## config.mk

```make
export PLATFORM = sky130hd
export DESIGN_NAME = gbus_initiator
export DESIGN_NICKNAME = d
export VERILOG_FILES = /design/src/rtl/gbus_initiator.sv
export SDC_FILE = /design/constraint.sdc
export NUM_CORES = 1
export LEC_CHECK = 0
export ABC_AREA = 1
export CAP_MARGIN = 20
export CORE_MARGIN = 3
export CORE_UTILIZATION = 50
export CTS_CLUSTER_SIZE = 20
export DETAILED_ROUTE_END_ITERATION = 10
export GPL_TIMING_DRIVEN = 0
export PLACE_DENSITY = 0.84
export SETUP_SLACK_MARGIN = 0.2
export SLEW_MARGIN = 20
export SYNTH_ARGS = -nofsm -noshare
export SYNTH_HDL_FRONTEND = slang
export SYNTH_SLANG_ARGS = --single-unit
```

## constraint.sdc

```tcl
create_clock -name clk32 -period 3.9 [get_ports clk32]
set_input_delay 0.39 -clock clk32 [delete_from_list [all_inputs] [get_ports clk32]]
set_output_delay 0.39 -clock clk32 [all_outputs]
set_load 0.02 [all_outputs]
```

## src/rtl/gbus_initiator.sv

```systemverilog
// Z80-style g-bus cycle initiator: accepts one request at a time and plays it out
// as T-states built from HALF_T clk32 cycles per half, with n_gwait-driven TW insertion.
module gbus_initiator #(
   parameter int HALF_T = 4
) (
   input  logic        clk32,
   input  logic        rst,
   input  logic        req_valid,
   output logic        req_ready,
   input  logic [1:0]  req_cmd,
   input  logic        req_m1,
   input  logic [15:0] req_addr,
   input  logic [7:0]  req_wdata,
   output logic        rsp_valid,
   output logic [7:0]  rsp_rdata,
   output logic [15:0] ga,
   output logic [7:0]  gd_out,
   output logic        gd_oe,
   input  logic [7:0]  gd_in,
   output logic        n_gmreq,
   output logic        n_giorq,
   output logic        n_grd,
   output logic        n_gwr,
   output logic        n_gm1,
   input  logic        n_gwait
);

   localparam int CW = (HALF_T > 1) ? $clog2(HALF_T) : 1;
   localparam logic [CW-1:0] CNT_LAST = CW'(HALF_T - 1);

   localparam logic [2:0] S_IDLE = 3'd0;
   localparam logic [2:0] S_T1   = 3'd1;
   localparam logic [2:0] S_T2   = 3'd2;
   localparam logic [2:0] S_TW   = 3'd3;
   localparam logic [2:0] S_T3   = 3'd4;

   localparam logic [1:0] CMD_MRD  = 2'b00;
   localparam logic [1:0] CMD_MWR  = 2'b01;
   localparam logic [1:0] CMD_IORD = 2'b10;
   localparam logic [1:0] CMD_IOWR = 2'b11;

   logic [2:0]    state_r, state_s;
   logic          half_r, half_s;
   logic [CW-1:0] cnt_r, cnt_s;
   logic [1:0]    cmd_r, cmd_s;
   logic          m1_r, m1_s;
   logic [15:0]   addr_r, addr_s;
   logic [7:0]    wdata_r, wdata_s;
   logic          half_end_s;
   logic          done_s;
   logic          capture_s;
   logic [5:0]    ctl_s;

   // Bus control for a given position: {gd_oe, n_gmreq, n_giorq, n_grd, n_gwr, n_gm1}.
   // TW sits inside every strobe window, so waits never change the strobes.
   function automatic logic [5:0] bus_ctl(input logic [2:0] st, input logic hf,
                                          input logic [1:0] cmd, input logic m1);
      logic in_a;
      logic in_b;
      logic in_c;
      logic oe;
      logic mreq;
      logic iorq;
      logic rd;
      logic wr;
      logic fm1;
      in_a = (st == S_T1 && hf) || st == S_T2 || st == S_TW || (st == S_T3 && !hf);
      in_b = st == S_T2 || st == S_TW || (st == S_T3 && !hf);
      in_c = (st == S_T1 && hf) || st == S_T2 || st == S_TW || st == S_T3;
      oe   = 1'b0;
      mreq = 1'b1;
      iorq = 1'b1;
      rd   = 1'b1;
      wr   = 1'b1;
      fm1  = 1'b1;
      case (cmd)
         CMD_MRD: begin
            mreq = !in_a;
            rd   = !in_a;
            fm1  = !(m1 && (st == S_T1 || in_a));
         end
         CMD_MWR: begin
            mreq = !in_a;
            wr   = !in_b;
            oe   = in_c;
         end
         CMD_IORD: begin
            iorq = !in_b;
            rd   = !in_b;
         end
         CMD_IOWR: begin
            iorq = !in_b;
            wr   = !in_b;
            oe   = in_c;
         end
         default: begin
            oe = 1'b0;
         end
      endcase
      return {oe, mreq, iorq, rd, wr, fm1};
   endfunction

   assign req_ready  = (state_r == S_IDLE);
   assign half_end_s = (cnt_r == CNT_LAST);
   assign done_s     = (state_r == S_T3) && half_r && half_end_s;
   assign capture_s  = (state_r == S_T3) && !half_r && half_end_s && !cmd_r[0];

   // Next position (state, half, cycle count) and request latching.
   always_comb begin
      state_s = state_r;
      half_s  = half_r;
      cnt_s   = cnt_r;
      cmd_s   = cmd_r;
      m1_s    = m1_r;
      addr_s  = addr_r;
      wdata_s = wdata_r;
      if (state_r == S_IDLE) begin
         if (req_valid) begin
            state_s = S_T1;
            half_s  = 1'b0;
            cnt_s   = {CW{1'b0}};
            cmd_s   = req_cmd;
            m1_s    = req_m1 && (req_cmd == CMD_MRD);
            addr_s  = req_addr;
            wdata_s = req_wdata;
         end else begin
            state_s = S_IDLE;
         end
      end else if (!half_end_s) begin
         cnt_s = cnt_r + CW'(1);
      end else begin
         cnt_s = {CW{1'b0}};
         if (!half_r) begin
            half_s = 1'b1;
         end else begin
            half_s = 1'b0;
            case (state_r)
               S_T1:    state_s = S_T2;
               // io cycles always pass through one TW; mem cycles only on a wait request
               S_T2:    state_s = (cmd_r[1] || !n_gwait) ? S_TW : S_T3;
               S_TW:    state_s = n_gwait ? S_T3 : S_TW;
               S_T3:    state_s = S_IDLE;
               default: state_s = S_IDLE;
            endcase
         end
      end
   end

   assign ctl_s = bus_ctl(state_s, half_s, cmd_s, m1_s);

   // State registers and registered bus outputs, all driven from the next position.
   always_ff @(posedge clk32) begin
      if (rst) begin
         state_r   <= S_IDLE;
         half_r    <= 1'b0;
         cnt_r     <= {CW{1'b0}};
         cmd_r     <= 2'b00;
         m1_r      <= 1'b0;
         addr_r    <= 16'hFFFF;
         wdata_r   <= 8'h00;
         rsp_valid <= 1'b0;
         rsp_rdata <= 8'hFF;
         ga        <= 16'hFFFF;
         gd_out    <= 8'h00;
         gd_oe     <= 1'b0;
         n_gmreq   <= 1'b1;
         n_giorq   <= 1'b1;
         n_grd     <= 1'b1;
         n_gwr     <= 1'b1;
         n_gm1     <= 1'b1;
      end else begin
         state_r   <= state_s;
         half_r    <= half_s;
         cnt_r     <= cnt_s;
         cmd_r     <= cmd_s;
         m1_r      <= m1_s;
         addr_r    <= addr_s;
         wdata_r   <= wdata_s;
         rsp_valid <= done_s;
         if (capture_s) begin
            rsp_rdata <= gd_in;
         end else begin
            rsp_rdata <= rsp_rdata;
         end
         ga        <= (state_s == S_IDLE) ? 16'hFFFF : addr_s;
         gd_out    <= ctl_s[5] ? wdata_s : 8'h00;
         gd_oe     <= ctl_s[5];
         n_gmreq   <= ctl_s[4];
         n_giorq   <= ctl_s[3];
         n_grd     <= ctl_s[2];
         n_gwr     <= ctl_s[1];
         n_gm1     <= ctl_s[0];
      end
   end

endmodule

```

==> metrics <==
outcome finished, final reports clean; clk_skew 6.89 ps; Wirelength per Cell 13.5 microns; reg-to-reg slack, setup 2140 ps; Max clock buf depth 2; r2r endpoint gd_out[0]; Slew @ Worst Pin 510 ps; final critical-path share of the clock period 52.3%; Overall Global Routing Usage 21.2%; biggest area consumer among synthesized cells dfxtp_1; gr ovfl total 0; largest delay contributor family on the critical path buffers and inverters; Mapped Area 2650 sq um; clock sink total 72; post-CTS sizing 0; Port Buffers 78; Peak VDD IR 0.431 mV; fraction of layout cells with a size suffix above 1 17.8%; synth top area cells dfxtp_1 54%, nand2_1 9.5%, nand3_1 4.9%; RSZ-0062 raised after global routing no; Cells after Synth 294; Vias/cell 4.96; HP Class flop to flop; crit path max fanout 6; Pins Over Slew Limit 0; Util after Layout 76.3%; static leakage 1.64 nW; H-tree depth 3; core area 4910 sq um; Final ANT Viol Nets 0; crit path DAT 1650 ps; vias in the first global route 2277; Initial DRC Count 58; worst skew pair latency 340 ps; Initial Util 54.0%; Hold Path Depth 2; CP max-delay cell clkdlybuf4s50_1; Fin. Hold Viols 0; DIE HEIGHT 78.9 microns; power consumption 1.66 mW; drt drc 0; Worst-path clk slew 70 ps; number of setup buffers added after CTS 0; Synth top area share 54.3%; CTS Hold Buffers Added 0; flops & latches, synth 72; max incr delay on CP 600 ps; 1st-pass router iterations 4; Crit path required time 3510 ps; DP HPWL 4470 microns; area grow syn2layout 41.3%; hold_sp addr_r[0]; row cnt 25; largest net degree at the start of global routing 13; Die Width 78.9 microns; Setup TNS Final 0 ps; Routability Congestion 0.797; diode count 0; minimum clock period 2040 ps; synth unique cells 30; CTS Buf Count 9; Worst setup EP type output port; syn nets 334; Synth Warn # 0; max_slew headroom 66.0%; Fillers 371; antenna violations before repair 0; crit-path cells nor2_2 > nand2_4 > inv_4 > clkdlybuf4s50_1; Routed WL 6140 microns; Startpoint Class flop; Max Cap Violations 0; worst r2r src cnt_r[0]; sequential share of the synthesized area 54.3%; mean area per synthesized cell 9.03 sq um; hold endpoint addr_r[0]; Buf+Inv Stages, Crit Path 2; first-pass GRT wire length 10300 microns; CTS tree yes; Max Clock Freq 490 MHz; I/O pin count 79; Setup-failing EPs final 0; Setup CP Type flop to output port; DR vias 2257; worst r2r path cells 12; clk root buf clkbuf_8; Total Nets Final 423; Die Area 6220 sq um; ratio of total power to cell area 444 nW/um^2
## synthesized netlist by cell type
library cell	n
dfxtp_1	72
nand2_1	67
nand3_1	26
nor2_1	22
nand4_1	16
inv_1	14
nor2_2	13
nand2_2	9
mux2i_1	8
inv_2	6
nor2_4	6
clkbuf_1	5
nand3_2	4
a21oi_1	3
nand2_4	3
a21oi_2	2
buf_2	2
buf_6	2
o21ai_0	2
o21ai_1	2
buf_12	1
buf_4	1
ha_1	1
inv_4	1
nand3_4	1
nor3_1	1
nor4_1	1
o211a_1	1
o21ai_2	1
o21ai_4	1
## cells in the final DEF (no fill, tap or decap), types with 2 or more instances in the layout
master / count
clkinv_2: 2
dfxtp_1: 72
a21oi_2: 2
bufinv_16: 2
o21ai_0: 2
a21oi_1: 3
nor2_1: 22
mux2i_1: 8
clkbuf_8: 11
inv_1: 14
inv_2: 6
nand2_2: 9
nand2_4: 3
nor2_4: 6
clkbuf_1: 5
nand2_1: 67
buf_2: 2
nor2_2: 13
nand3_1: 26
clkdlybuf4s50_1: 78
nand3_2: 4
buf_6: 2
o21ai_1: 2
nand4_1: 16
## how the worst max path moves through the flow
stage	start	depth (start not counted)	endpoint
floorplan	cnt_r[0]	12	gd_out[0]
global placement	n_gwait	8	n_gm1
detailed placement	n_gwait	8	n_giorq
CTS	state_r[0]	4	req_ready
global route	state_r[0]	4	req_ready
finish	state_r[0]	4	req_ready
## area by class of cell
class | instances | area [sq um] | share of cell area (%)
clock inverters | 5 | 78.8 | 2.10
well taps | 67 | 83.8 | 2.24
multi-input cells | 190 | 1050 | 28.1
inverters | 21 | 81.3 | 2.17
repair buffers | 78 | 781 | 20.8
clock buffers | 11 | 151 | 4.04
flip-flops and latches | 72 | 1440 | 38.5
plain buffers | 11 | 78.8 | 2.10
## registers in the layout (all words and copies together), names as in the netlist
name / count
addr_r: 16
cmd_r: 2
cnt_r: 2
ga: 16
gd_oe: 1
gd_out: 8
half_r: 1
m1_r: 1
n_giorq: 1
n_gm1: 1
n_gmreq: 1
n_grd: 1
n_gwr: 1
rsp_rdata: 8
rsp_valid: 1
state_r: 3
wdata_r: 8
## report_power, final
| part | switching [mW] | internal (mW) | total, mW |
|---|---|---|---|
| clock network | 0.272 | 0.394 | 0.666 |
| logic | 0.114 | 0.0998 | 0.214 |
| registers | 0.0113 | 0.772 | 0.783 |
| total | 0.398 | 1.27 | 1.66 |
## metal layers
metal  wire (microns)  vias to the layer above  share of wire, %  global-route usage (%)
li1                 -                     1140                 -                       -
met1             2510                     1035                41                    24.7
met2             3060                       67                50                    35.2
met3              427                       15               7.0                    7.71
met4              141                        0               2.3                    9.11
met5                0                        -                 0                       0
## cells by family (layout without fill, tap and decap cells)
kind of cell               Yosys count  in the layout  share of synthesized area [%]
AOI/OAI and AO/OA                   12             12                           3.30
DFF                                 72             72                           54.3
buffers and inverters               32            126                           6.04
and+or+nand+nor                    169            169                           32.9
muxes                                8              8                           3.02
adders and majority gates            1              1                          0.471
## tightest hold or removal path, stage by stage (launching register included)
cell,delay [ps]
dfxtp_1,310
nand2_1,60
nand3_1,70
## through the flow
step / worst slack (ps) / instance area [sq um] / hold WS, ps / cells
2_1_floorplan: 2370 / 2650 / 438 / 294
3_3_place_gp: 2000 / 3520 / 448 / 439
3_5_place_dp: 1930 / 3520 / 454 / 439
4_1_cts: 1850 / 3750 / 474 / 455
5_1_grt: 1800 / 3750 / 488 / 455
6_report: 1860 / 3750 / 471 / 455
No activity file was read; power rests on OpenSTA's default activity.
